==> src/rtl/hazard_stall_ctrl_pkg.sv <==
// Shared ISA field constants and multdiv FSM encoding for the hazard and bypass units.
package hazard_stall_ctrl_pkg;

    localparam logic [4:0] OP_RTYPE = 5'b00000;
    localparam logic [4:0] OP_J     = 5'b00001;
    localparam logic [4:0] OP_BNE   = 5'b00010;
    localparam logic [4:0] OP_JAL   = 5'b00011;
    localparam logic [4:0] OP_JR    = 5'b00100;
    localparam logic [4:0] OP_BLT   = 5'b00110;
    localparam logic [4:0] OP_SW    = 5'b00111;
    localparam logic [4:0] OP_LW    = 5'b01000;
    localparam logic [4:0] OP_SETX  = 5'b10101;
    localparam logic [4:0] OP_BEX   = 5'b10110;

    localparam logic [4:0] ALU_MUL  = 5'b00110;
    localparam logic [4:0] ALU_DIV  = 5'b00111;

    localparam logic [4:0] REG_STATUS = 5'd30;

    typedef enum logic [1:0] {
        MD_IDLE = 2'd0,
        MD_WAIT = 2'd1,
        MD_DONE = 2'd2
    } md_state_e;

endpackage

==> src/rtl/hazard_stall_ctrl_md_sequencer.sv <==
// Multdiv launch/wait sequencer with timeout and a result register held for DX->XM.
// state   | meaning
// MD_IDLE | no operation; a mul/div in DX launches (start pulse, stall)
// MD_WAIT | operation in flight; pipeline stalled, counter running
// MD_DONE | result latched; one unstalled cycle so the mul/div leaves DX
module md_sequencer
    import hazard_stall_ctrl_pkg::*;
#(
    parameter int MD_TIMEOUT = 40,
    parameter int CNT_W      = 6
) (
    input  logic        clock,
    input  logic        reset,
    input  logic        start_mul,
    input  logic        start_div,
    input  logic [31:0] md_result_in,
    input  logic        md_rdy,
    input  logic        md_exc,
    output logic        ctrl_mult,
    output logic        ctrl_div,
    output logic        stall,
    output logic        busy,
    output logic [31:0] md_result,
    output logic        md_overflow
);

    md_state_e         state_q, state_d;
    logic [CNT_W-1:0]  cnt_q, cnt_d;
    logic [31:0]       md_result_q, md_result_d;
    logic              md_overflow_q, md_overflow_d;
    logic              launch;

    assign launch = !reset && (state_q == MD_IDLE) && (start_mul || start_div);

    always_comb begin
        state_d       = state_q;
        cnt_d         = cnt_q;
        md_result_d   = md_result_q;
        md_overflow_d = md_overflow_q;
        case (state_q)
            MD_IDLE: begin
                if (launch) begin
                    cnt_d   = '0;
                    state_d = MD_WAIT;
                end
            end
            MD_WAIT: begin
                cnt_d = cnt_q + CNT_W'(1);
                // A ready result takes precedence over the timeout in the same cycle
                if (md_rdy) begin
                    md_result_d   = md_result_in;
                    md_overflow_d = md_exc;
                    state_d       = MD_DONE;
                end else if (cnt_q == CNT_W'(MD_TIMEOUT - 1)) begin
                    md_result_d   = '0;
                    md_overflow_d = 1'b1;
                    state_d       = MD_DONE;
                end
            end
            MD_DONE: state_d = MD_IDLE;
            default: state_d = MD_IDLE;
        endcase
    end

    always_ff @(posedge clock) begin
        if (reset) begin
            state_q       <= MD_IDLE;
            cnt_q         <= '0;
            md_result_q   <= '0;
            md_overflow_q <= 1'b0;
        end else begin
            state_q       <= state_d;
            cnt_q         <= cnt_d;
            md_result_q   <= md_result_d;
            md_overflow_q <= md_overflow_d;
        end
    end

    assign ctrl_mult   = launch && start_mul;
    assign ctrl_div    = launch && start_div && !start_mul;
    assign stall       = launch || (!reset && state_q == MD_WAIT);
    assign busy        = !reset && (state_q != MD_IDLE);
    assign md_result   = md_result_q;
    assign md_overflow = md_overflow_q;

endmodule

==> src/rtl/hazard_stall_ctrl.sv <==
// Load-use / branch / multdiv hazard resolution driving the PC, FD, DX and XM latch controls.
module hazard_stall_ctrl
    import hazard_stall_ctrl_pkg::*;
#(
    parameter int MD_TIMEOUT = 40,
    parameter int CNT_W      = 6
) (
    input  logic        clock,
    input  logic        reset,
    input  logic [31:0] fd_out_ir,
    input  logic [31:0] dx_out_ir,
    input  logic        x_branch_taken,
    input  logic [31:0] md_result_in,
    input  logic        md_rdy,
    input  logic        md_exc,
    output logic        ctrl_mult,
    output logic        ctrl_div,
    output logic        pc_we,
    output logic        fd_we,
    output logic        dx_we,
    output logic        fd_flush,
    output logic        dx_insert_nop,
    output logic        xm_insert_nop,
    output logic [31:0] md_result,
    output logic        md_overflow,
    output logic        md_busy
);

    logic [4:0] fd_op, fd_rs1, fd_rs2;
    logic [4:0] dx_op, dx_rd, dx_alu;
    logic       dx_is_mul, dx_is_div;
    logic       load_use, md_stall;
    logic       unused_ir_bits;

    assign fd_op  = fd_out_ir[31:27];
    assign fd_rs1 = fd_out_ir[21:17];
    assign dx_op  = dx_out_ir[31:27];
    assign dx_rd  = dx_out_ir[26:22];
    assign dx_alu = dx_out_ir[6:2];

    assign unused_ir_bits = ^{fd_out_ir[11:0], dx_out_ir[21:7], dx_out_ir[1:0]};

    always_comb begin
        fd_rs2 = 5'd0;
        case (fd_op)
            OP_RTYPE:                     fd_rs2 = fd_out_ir[16:12];
            OP_BEX:                       fd_rs2 = REG_STATUS;
            OP_SW, OP_BNE, OP_BLT, OP_JR: fd_rs2 = fd_out_ir[26:22];
            OP_J, OP_JAL, OP_SETX:        fd_rs2 = 5'd0;
            default:                      fd_rs2 = 5'd0;
        endcase
    end

    assign dx_is_mul = (dx_op == OP_RTYPE) && (dx_alu == ALU_MUL);
    assign dx_is_div = (dx_op == OP_RTYPE) && (dx_alu == ALU_DIV);

    // Store data of a sw comes through the WM bypass, so only its base register stalls
    assign load_use = (dx_op == OP_LW) && (dx_rd != 5'd0) &&
                      ((fd_rs1 == dx_rd) || ((fd_rs2 == dx_rd) && (fd_op != OP_SW)));

    md_sequencer #(
        .MD_TIMEOUT (MD_TIMEOUT),
        .CNT_W      (CNT_W)
    ) u_md_seq (
        .clock        (clock),
        .reset        (reset),
        .start_mul    (dx_is_mul),
        .start_div    (dx_is_div),
        .md_result_in (md_result_in),
        .md_rdy       (md_rdy),
        .md_exc       (md_exc),
        .ctrl_mult    (ctrl_mult),
        .ctrl_div     (ctrl_div),
        .stall        (md_stall),
        .busy         (md_busy),
        .md_result    (md_result),
        .md_overflow  (md_overflow)
    );

    always_comb begin
        pc_we         = 1'b1;
        fd_we         = 1'b1;
        dx_we         = 1'b1;
        fd_flush      = 1'b0;
        dx_insert_nop = 1'b0;
        xm_insert_nop = 1'b0;
        if (!reset) begin
            if (md_stall) begin
                pc_we         = 1'b0;
                fd_we         = 1'b0;
                dx_we         = 1'b0;
                xm_insert_nop = 1'b1;
            end else if (x_branch_taken) begin
                fd_flush      = 1'b1;
                dx_insert_nop = 1'b1;
                pc_we         = 1'b1;
            end else if (load_use) begin
                pc_we         = 1'b0;
                fd_we         = 1'b0;
                dx_insert_nop = 1'b1;
            end
        end
    end

endmodule
==> config.mk <==
export PLATFORM = sky130hd
export DESIGN_NAME = hazard_stall_ctrl
export DESIGN_NICKNAME = d
export VERILOG_FILES = /design/src/rtl/hazard_stall_ctrl_pkg.sv /design/src/rtl/hazard_stall_ctrl_md_sequencer.sv /design/src/rtl/hazard_stall_ctrl.sv
export SDC_FILE = /design/constraint.sdc
export NUM_CORES = 1
export LEC_CHECK = 0
export ABC_AREA = 1
export BUFFER_PORTS_ARGS = -buffer_cell sky130_fd_sc_hd__buf_2
export CORE_UTILIZATION = 37
export CTS_CLUSTER_SIZE = 12
export DETAILED_ROUTE_END_ITERATION = 8
export GPL_TIMING_DRIVEN = 0
export PLACE_DENSITY = 0.77
export SETUP_SLACK_MARGIN = 0.5
export SLEW_MARGIN = 15
export SYNTH_ARGS = -nofsm -noshare
export SYNTH_HDL_FRONTEND = slang
export SYNTH_SLANG_ARGS = --single-unit
==> constraint.sdc <==
create_clock -name clock -period 1.7 [get_ports clock]
set_clock_uncertainty 0.15 [all_clocks]
set_input_delay 0.34 -clock clock [delete_from_list [all_inputs] [get_ports clock]]
set_output_delay 0.34 -clock clock [all_outputs]
set_load 0.01 [all_outputs]
; ---- Yosys cells after proc, flatten, opt, wreduce, memory -nomap -nowiden
; Index checks and enable logic that the tools add are counted.
[word_totals]
ff_bits = 41
input_bits = 101
output_inout_bits = 42
word_cells = 74
[op_classes]
n_addsub = 1
n_eq_ne = 15
mux = 26
reduce_logical = 28
[op_table]
columns = cell, count
row1 = 2-to-1 mux 32 bit, 2
row2 = "equality test 5 x 3 -> 1 bit, second input constant", 5
row3 = 2-to-1 mux 1 bit, 17
row4 = one-hot mux 5 bit (3 select lines), 1
row5 = logical AND 1 bit, 12
row6 = one-hot mux 6 bit (2 select lines), 1
row7 = equality test 5 bit, 2
row8 = zero test 5 bit, 2
row9 = "adder 6 x 1 -> 6 bit, second input constant", 1
row10 = "equality test 6 bit, second input constant", 1
row11 = 2-to-1 mux 2 bit, 3
row12 = 2-to-1 mux 6 bit, 1
row13 = AND reduction 2 bit, 3
row14 = nonzero test 2 bit, 3
row15 = "equality test 5 x 2 -> 1 bit, second input constant", 1
row16 = "equality test 5 x 4 -> 1 bit, second input constant", 1
row17 = "equality test 5 bit, second input constant", 1
row18 = "!= test 5 x 3 -> 1 bit, second input constant", 1
row19 = nonzero test 5 bit, 1
row20 = one-hot mux 2 bit (2 select lines), 1
row21 = OR reduction 4 bit, 1
row22 = logical OR 1 bit, 3
row23 = "!= test 3 x 2 -> 1 bit, second input constant", 1
row24 = "equality test 2 x 1 -> 1 bit, second input constant", 1
row25 = other kinds (3), 4

; ---- Depth between registers and ports, before layout
; Gate-level depths: netlist (run 1).
[logic_depth]
depth_word = 11
mapped_depth = 15

; ---- Cells and area by module
; Synthesis (run 1) repeated with hierarchy kept, for this count alone.
[unflattened]
hier_cells = 297
area_unflattened_um2 = 2020.7
[modules_own_cells]
columns = mod, instances, cells_each, area_each_um2
row1 = md_sequencer, 1, 204, 1575.3
row2 = hazard_stall_ctrl, 1, 93, 445.4

; ---- Least setup slack after synthesis (run 1)
; OpenSTA, ideal clock, no wires.
[synth_path]
kind = input port to output port
startpoint = input dx_out_ir[28]
endpoint = output pc_we
t_arrival_ns = 1.518
t_required_ns = 1.210
setup_slack_ns = -0.308
path_stages = 8
path_buffers = 1
cell_sequence = or3_4 nor4_4 nor2_4 nor2_4 inv_2 nand2_1 inv_1 buf_4
[synth_between]
elab_chain_len = 7
[synth_rtl]
columns = item, line
row1 = from (decl), hazard_stall_ctrl.sv:11  ; input logic [31:0] dx_out_ir,
row2 = equality test 5 x 4 -> 1 bit / zero test 5 bit (equally long branches), "hazard_stall_ctrl.sv:58, hazard_stall_ctrl.sv:54, hazard_stall_ctrl.sv:55"
row3 = logical AND 1 bit (on tied branches), "hazard_stall_ctrl.sv:58, hazard_stall_ctrl.sv:54, hazard_stall_ctrl.sv:55"
row4 = logical AND 1 bit / logical OR 1 bit (equally long branches), "hazard_stall_ctrl.sv:58, hazard_stall_ctrl_md_sequencer.sv:33"
row5 = 2-to-1 mux 1 bit / logical AND 1 bit (equally long branches), --
row6 = 2-to-1 mux 1 bit / logical OR 1 bit (equally long branches), --
row7 = 2-to-1 mux 1 bit * (2 in series), --
row8 = to (decl), hazard_stall_ctrl.sv:18  ; output logic pc_we,
; Mark *: on every way between the ends. The rest lies on a longest branch, timed or not.

; ---- Final worst setup path (run 1)
[layout_path]
startpoint = input fd_out_ir[31]
endpoint = output pc_we
[layout_between]
elab_chain_len = 11
[layout_rtl]
columns = item, line
row1 = from (decl), hazard_stall_ctrl.sv:10  ; input logic [31:0] fd_out_ir,
row2 = equality test 5 x 3 -> 1 bit / equality test 5 x 2 -> 1 bit (equally long branches), hazard_stall_ctrl.sv:45  ; case (fd_op)
row3 = OR reduction 4 bit, hazard_stall_ctrl.sv:45
row4 = one-hot mux 5 bit (3 select lines), hazard_stall_ctrl.sv:45
row5 = equality test 5 bit, hazard_stall_ctrl.sv:59  ; ((fd_rs1 == dx_rd) || ((fd_rs2 == dx_rd) && (fd_op != OP_SW)));
row6 = logical AND 1 bit *, hazard_stall_ctrl.sv:59
row7 = logical OR 1 bit *, hazard_stall_ctrl.sv:59
row8 = logical AND 1 bit *, hazard_stall_ctrl.sv:58  ; assign load_use = (dx_op == OP_LW) && (dx_rd != 5'd0) &&
row9 = 2-to-1 mux 1 bit *, hazard_stall_ctrl.sv:97  ; end else if (load_use) begin
row10 = 2-to-1 mux 1 bit *, hazard_stall_ctrl.sv:93  ; end else if (x_branch_taken) begin
row11 = 2-to-1 mux 1 bit *, hazard_stall_ctrl.sv:88  ; if (md_stall) begin
row12 = 2-to-1 mux 1 bit *, hazard_stall_ctrl.sv:87  ; if (!reset) begin
; Marks and branches as above.

==> flow_metrics.env, run 1 <==
export IMPL_setup_violations=27
export IMPL_r2r_setup_slack_ns=-0.06
export IMPL_drt_initial_drc_count=253
export IMPL_synth_area_um2=2000
export IMPL_overflow=0
export IMPL_violations="setup timing"
export IMPL_cts_tree="done"
export IMPL_rr_endpoint="u_md_seq.cnt_q[3]"
export IMPL_pwr_share_seq_pct=45.9
export IMPL_hold_class="input port to flop"
export IMPL_dpl_cell_count=474
export IMPL_cts_hold_buf=0
export IMPL_drt_antenna_violating_nets=0
export IMPL_cts_buffer_depth=2
export IMPL_max_freq_mhz=427
export IMPL_drc=0
export IMPL_r2r_start="u_md_seq.state_q[0]"
export IMPL_outcome="finished with violations"
export IMPL_critPathLaunchType="input port"
export IMPL_first_global_vias=2426
export IMPL_fillers=285
export IMPL_initial_core_util_pct=38.7
export IMPL_hold_violations=0
export IMPL_cts_sinks=41
export IMPL_synth_avg_cell_area_um2=6.88
export IMPL_die_area_um2=5710
export IMPL_p_per_area_nw_per_um2=499
export IMPL_gr_usage_met1_pct=30.0
export IMPL_critPathCaptureType="primary output"
export IMPL_post_route_period_util_pct=138
export IMPL_power_leakage_nw=1.78
export IMPL_io_buffers=113
export IMPL_avgRoutedWirePerCell_um=17.5
export IMPL_ys_ff_latch=41
export IMPL_numCtsBuffers=5
export IMPL_slew_headroom_pct=54.9
export IMPL_maxCapViolCount=0
export IMPL_min_from="md_result_in[28]"
export IMPL_slowest_delay_ns=0.19
export IMPL_die_w_um=75.6
export IMPL_vias=2772
export IMPL_worstMarginPinSlew_ns=0.676
export IMPL_pwr_share_comb_pct=12.2
export IMPL_cts_root_buf="clkbuf_8"
export IMPL_p_int_mw=1.53
export IMPL_cp_required_ns=1.21
export IMPL_final_cells=529
export IMPL_arrival_ns=1.85
export IMPL_hold_end="u_md_seq.md_result[28]"
export IMPL_cts_max_level=2
export IMPL_num_io_pins=143
export IMPL_slew_viol_final=0
export IMPL_cp_max_fo=5
export IMPL_clkPwrFrac_pct=42.0
export IMPL_drt_pass1_iterations=5
export IMPL_synth_fp_nets=393
export IMPL_antennaDiodeCount=0
export IMPL_ys_flop_type="dfxtp_1"
export IMPL_fin_crit_ns=2.34
export IMPL_ys_warn_count=0
export IMPL_setup_ws_ns=-0.639
export IMPL_dp_hpwl_um=4300
export IMPL_clk_pin_slew_ns=0.09
export IMPL_routabilityCongestion=0.831
export IMPL_core_rowCount=26
export IMPL_ys_seq_area_share_pct=41.0
export IMPL_critPathMostFrequentCell="nand3_2"
export IMPL_die_h_um=75.6
export IMPL_grtUsageMet3_pct=5.42
export IMPL_ir_drop_mv=0.532
export IMPL_p_sw_share_pct=25.4
export IMPL_rsz0062_at_grt="true"
export IMPL_fin_nets=560
export IMPL_antenna_found_initial=0
export IMPL_crit_type="input port to primary output"
export IMPL_coreArea_um2=5170
export IMPL_grt_pass1_wl_um=11300
export IMPL_p_sw_mw=0.521
export IMPL_top_usage_layer="met2"
export IMPL_routed_wirelength_um=9270
export IMPL_area_growth_pct=106
export IMPL_grtUsageMet2_pct=50.2
export IMPL_final_area_um2=4120
export IMPL_clk_latency_ns=0.31
export IMPL_r2r_cells=9
export IMPL_netlist_instances=291
export IMPL_drive_above_1_share_pct=71.9
export IMPL_finalSetupTns_ns=-4.29
export IMPL_grt_util_all_layers_pct=26.3
export IMPL_synth_edf_count=0
export IMPL_placed_area_um2=2700
export IMPL_cp_slowest_cell="nor2_1"
export IMPL_whs_path_depth=3
export IMPL_viasPerCell=5.24
export IMPL_grt_max_degree=13
export IMPL_ys_async_sr_fraction_pct=0
export IMPL_crit_chain="buf_8 > nor2_4 > nand3_2 > nand2_4 > nand2_2 > nand3_2 > nand2_1 > nor2_1 > nand3_1 > nand2_1 > nand3_2 > nand2_2 > inv_2 > buf_6 > buf_6"
export IMPL_synth_distinct_cells=29
per-stage QoR:
| step | hold slack (ns) | power [mW] | utilization, % | setup slack [ns] |
|---|---|---|---|---|
| after CTS | 0.123 | 1.99 | 68.3 | -0.523 |
| final | 0.118 | 2.05 | 79.6 | -0.639 |
| after global placement | 0.293 | 1.17 | 52.2 | -0.562 |
| after floorplan | 0.288 | 1.06 | - | -0.293 |
| after detailed placement | 0.300 | 1.17 | 52.2 | -0.607 |
| after global routing | 0.130 | 2.11 | 79.6 | -0.752 |
cells by family (layout without fill, tap and decap cells):
kind of cell | Yosys count | in the layout | synth area share, %
xor gates and xnor gates | 1 | 1 | 0.438
and+or+nand+nor | 156 | 156 | 35.2
AOI/OAI and AO/OA | 52 | 53 | 13.9
buffers and inverters | 40 | 207 | 8.81
DFF | 41 | 41 | 41.0
adders and majority gates | 1 | 1 | 0.625
state kept, by name (all words and copies together), names as in the netlist:
signal                count
u_md_seq.cnt_q            6
u_md_seq.state_q          2
u_md_seq.md_result       32
u_md_seq.md_overflow      1
layout make-up:
type	count	area (um2)	area share, %
buffer	11	106	2.58
multi-input combinational	211	1540	37.5
tap	70	87.6	2.13
clock inverter	1	30.0	0.730
sequential	41	895	21.7
timing repair buffer	159	1250	30.5
clock buffer	7	86.3	2.10
inverter	29	114	2.77
power by group through the flow:
stage / Clock [mW] / Sequential [mW] / Combinational [mW]
after global placement: 0 / 0.982 / 0.185
after detailed placement: 0 / 0.982 / 0.189
after CTS: 0.825 / 0.957 / 0.210
after global routing: 0.901 / 0.941 / 0.268
final: 0.861 / 0.941 / 0.250
after floorplan: 0 / 0.982 / 0.0787
layout by cell type, fill, tap and decap left out, drive strengths merged:
cell	instances
clkbuf	15
a221oi	2
ha	1
or3	1
a211oi	1
nand3	13
nand4	3
o21ai	8
bufinv	1
o22ai	1
nor3b	1
nor3	2
buf	162
dfxtp	41
xnor2	1
a21oi	41
inv	29
nor4	3
nand3b	1
nand2	99
nor2	33
critical path: cells and delay by family:
family / cells / cell delay, ns
AND/OR/NAND/NOR: 11 / 1.14
buffers and inverters: 4 / 0.36
how the worst max path moves through the flow:
stage,startpoint,endpoint,slack (ns),cells past startpoint
finish,fd_out_ir[31],pc_we,-0.64,15
global route,fd_out_ir[30],pc_we,-0.75,15
CTS,dx_out_ir[29],pc_we,-0.52,10
detailed placement,dx_out_ir[28],pc_we,-0.61,10
global placement,dx_out_ir[28],pc_we,-0.56,10
floorplan,dx_out_ir[28],pc_we,-0.29,8
what timing repair did:
item	4_1_cts	5_1_grt
setup endpoints to repair	83	83
buffers inserted	17	26
pin swaps	35	43
resized for setup	164	93
cloned	3	1
routing by layer:
| metal | routed length, um | vias up |
|---|---|---|
| li1 | - | 1266 |
| met1 | 3450 | 1315 |
| met2 | 4980 | 154 |
| met3 | 499 | 37 |
| met4 | 338 | 0 |
| met5 | 0 | - |
synth_stat cells, types with 3 or more instances:
| master | instances | area (um2) |
|---|---|---|
| nor2_2 | 3 | 18.8 |
| a21oi_1 | 40 | 200 |
| inv_2 | 3 | 11.3 |
| o21ai_0 | 6 | 30.0 |
| nand3_1 | 10 | 50.1 |
| clkbuf_1 | 7 | 26.3 |
| nand3_2 | 3 | 30.0 |
| nand2_1 | 97 | 364 |
| nand4_1 | 3 | 18.8 |
| dfxtp_1 | 41 | 821 |
| nor2_1 | 27 | 101 |
| buf_6 | 3 | 33.8 |
| nor2_4 | 3 | 33.8 |
| inv_1 | 26 | 97.6 |
Note: power is estimated with default switching activity, not from simulation.
==> inputs of run 2 (changes only) <==
--- a/config.mk
+++ b/config.mk
@@ -5,13 +5,13 @@
 export SDC_FILE = /design/constraint.sdc
 export NUM_CORES = 1
 export LEC_CHECK = 0
-export ABC_AREA = 1
 export BUFFER_PORTS_ARGS = -buffer_cell sky130_fd_sc_hd__buf_2
-export CORE_UTILIZATION = 37
+export CORE_ASPECT_RATIO = 0.5
+export CORE_UTILIZATION = 35
 export CTS_CLUSTER_SIZE = 12
 export DETAILED_ROUTE_END_ITERATION = 8
 export GPL_TIMING_DRIVEN = 0
-export PLACE_DENSITY = 0.77
+export PLACE_DENSITY = 0.75
 export SETUP_SLACK_MARGIN = 0.5
 export SLEW_MARGIN = 15
 export SYNTH_ARGS = -nofsm -noshare
==> run 2 against run 1 <==
Compared with the run above:
- the run still ends with setup timing left
- die area is 2.6% lower
- register-to-register slack hardly changed
- first-iteration DRC count is 60% lower
- setup slack got worse by 0.36 ns
- critical endpoint unchanged
- largest cell class is now buffers
==> flow_metrics.env, run 2 <==
export IMPL_ys_top_cells_by_count="54 x nor2_1, 41 x dfxtp_1, 32 x a22oi_1, 9 x a21oi_1, 9 x clkbuf_1"
export IMPL_cts_max_level=2
export IMPL_cts_root_buf="clkbuf_8"
export IMPL_holdWs_ns=0.127
export IMPL_ys_warn_count=0
export IMPL_drc=0
export IMPL_crit_type="input port to primary output"
export IMPL_dp_hpwl_um=4090
export IMPL_drive_above_1_share_pct=72.9
export IMPL_m1WireLength_um=2970
export IMPL_synth_distinct_cells=40
export IMPL_ys_ff_latch=41
export IMPL_r2r_cells=9
export IMPL_viasPerCell=5.09
export IMPL_cp_required_ns=1.21
export IMPL_synth_area_um2=1840
export IMPL_grt_util_all_layers_pct=23.1
export IMPL_netlist_instances=222
export IMPL_top_layer_used="met4"
export IMPL_cts_hold_buf=0
export IMPL_clk_latency_ns=0.30
export IMPL_die_h_um=53.2
export IMPL_fillers=290
export IMPL_mostFrequentLayoutCell="buf_2"
export IMPL_hold_class="input port to flop"
export IMPL_power_leakage_nw=1.68
export IMPL_setup_ws_ns=-1.00
export IMPL_cts_tree="done"
export IMPL_drt_pass1_iterations=4
export IMPL_rr_endpoint="u_md_seq.md_result[6]"
export IMPL_rsz0062_at_grt="true"
export IMPL_maxCapViolCount=0
export IMPL_drt_antenna_violating_nets=0
export IMPL_yosysMostFrequentCell="nor2_1"
export IMPL_num_io_pins=143
export IMPL_die_area_um2=5560
export IMPL_largest_reg_flops=32
export IMPL_cp_max_fo=5
export IMPL_avgRoutedWirePerCell_um=16.0
export IMPL_critPathCaptureType="primary output"
export IMPL_initial_core_util_pct=36.9
export IMPL_r2r_setup_slack_ns=-0.06
export IMPL_ys_seq_area_share_pct=44.7
export IMPL_slew_headroom_pct=60.0
export IMPL_numCtsBuffers=5
export IMPL_routed_wirelength_um=7430
export IMPL_cp_slowest_cell="or4_1"
export IMPL_area_growth_pct=112
export IMPL_fin_nets=496
export IMPL_violations="setup timing"
export IMPL_hold_violations=0
export IMPL_fin_crit_ns=2.70
export IMPL_routabilityCongestion=0.798
export IMPL_slowest_delay_ns=0.49
export IMPL_worstMarginPinSlew_ns=0.601
export IMPL_vias=2365
export IMPL_cts_sinks=41
export IMPL_arrival_ns=2.21
export IMPL_min_from="reset"
export IMPL_ir_drop_mv=0.336
export IMPL_layout_common_cells="70 x buf_2, 48 x buf_6, 46 x nor2_1, 46 x buf_4, 34 x dfxtp_2"
export IMPL_first_global_vias=2151
export IMPL_drt_initial_drc_count=101
export IMPL_synth_edf_count=0
export IMPL_crit_chain="buf_6 > inv_8 > maj3_2 > o22ai_2 > xnor2_1 > nand4_1 > or4_1 > a21o_1 > buf_6 > buf_2"
export IMPL_cts_buffer_depth=2
export IMPL_antennaDiodeCount=0
export IMPL_critPathMostFrequentCell="buf_6"
export IMPL_synthTopCellsByArea="dfxtp_1 45%, a22oi_1 13%, nor2_1 11%, xnor2_1 3.3%, a21oi_1 2.5%"
export IMPL_met2WireLength_um=3990
export IMPL_overflow=0
export IMPL_whs_path_depth=2
export IMPL_io_buffers=112
export IMPL_core_rowCount=18
export IMPL_yosys_area_top_type_share_pct=44.7
export IMPL_total_power_mw=2.02
export IMPL_seqCellArea_um2=875
export IMPL_critPathLaunchType="input port"
export IMPL_slew_viol_final=0
export IMPL_max_freq_mhz=370
export IMPL_grt_pass1_wl_um=9910
export IMPL_hold_end="u_md_seq.md_overflow"
export IMPL_p_per_area_nw_per_um2=520
export IMPL_synth_top_area_cell="dfxtp_1"
export IMPL_clk_pin_slew_ns=0.08
export IMPL_ys_flop_type="dfxtp_1"
export IMPL_setup_violations=39
export IMPL_multi_input_area_um2=1300
export IMPL_dr_wl_met3_um=319
export IMPL_post_route_period_util_pct=159
export IMPL_antenna_found_initial=0
export IMPL_ys_async_sr_fraction_pct=0
export IMPL_r2r_start="u_md_seq.cnt_q[0]"
export IMPL_coreArea_um2=4980
export IMPL_die_w_um=104
export IMPL_synth_avg_cell_area_um2=8.28
export IMPL_outcome="finished with violations"
export IMPL_grt_max_degree=13
export IMPL_synth_fp_nets=324
==> run 2: cell type report <==
cell class                      instances  share of cell area (%)
Clock inverter                          1                   0.772
Tap cell                               70                    2.25
Clock buffer                            7                    2.22
Sequential cell                        41                    22.5
Timing Repair Buffer                  165                    32.8
Multi-Input combinational cell        159                    33.3
Buffer                                 14                    5.02
Inverter                                8                    1.09
==> run 2: logic make-up (layout without fill, tap and decap cells) <==
group / after synthesis / in the layout / share of synthesized area (%)
buffers and inverters: 22 / 195 / 4.90
multiplexers: 1 / 1 / 0.613
adder cells (fa/ha/maj): 2 / 2 / 1.29
XOR/XNOR: 9 / 9 / 4.29
AND/OR/NAND/NOR: 88 / 88 / 21.9
AO/OA/AOI/OAI: 59 / 59 / 22.4
flip-flops: 41 / 41 / 44.7
==> run 2: power by group <==
group / switching (mW) / leakage, nW / internal, mW
Clock: 0.342 / 0.0585 / 0.479
Sequential: 0.000283 / 0.350 / 0.954
Combinational: 0.121 / 1.27 / 0.126
Total: 0.463 / 1.68 / 1.56
==> run 2: worst max-delay path by stage <==
stage / from / endpoint / slack [ns] / cells after the start
detailed placement: fd_out_ir[29] / pc_we / -1.11 / 10
global placement: fd_out_ir[29] / pc_we / -1.06 / 10
global route: fd_out_ir[28] / pc_we / -1.05 / 10
finish: fd_out_ir[29] / pc_we / -1.00 / 10
CTS: fd_out_ir[31] / pc_we / -0.98 / 10
floorplan: fd_out_ir[29] / pc_we / -0.67 / 8
==> run 2: routing by layer <==
metal | track usage [%] | vias to the layer above
met1 | 24.7 | 1132
met3 | 4.06 | 16
met2 | 48.0 | 85
met5 | 0 | -
li1 | - | 1132
met4 | 5.95 | 0
==> run 2: stage by stage <==
step	util (%)	setup slack, ns	instance area, um2	instances	setup TNS [ns]
after CTS	74.1	-0.980	3690	450	-4.66
final	78.1	-1.00	3890	465	-5.52
after floorplan	-	-0.671	2200	222	-2.64
after global placement	57.3	-1.06	2850	404	-7.48
after detailed placement	57.3	-1.11	2850	404	-9.41
after global routing	78.1	-1.05	3890	465	-7.99
==> run 2: critical path, delay by kind of cell <==
family | cells | cell delay, ns
buffers and inverters | 4 | 0.38
xor gates and xnor gates | 1 | 0.14
adders and majority gates | 1 | 0.36
and+or+nand+nor | 2 | 0.65
AOI/OAI and AO/OA | 2 | 0.33
==> run 2: what timing repair did <==
action	CTS	global route
gates resized for setup	102	22
setup endpoints to repair	83	83
pin swaps	14	13
buffers inserted	35	15
cloned	3	0
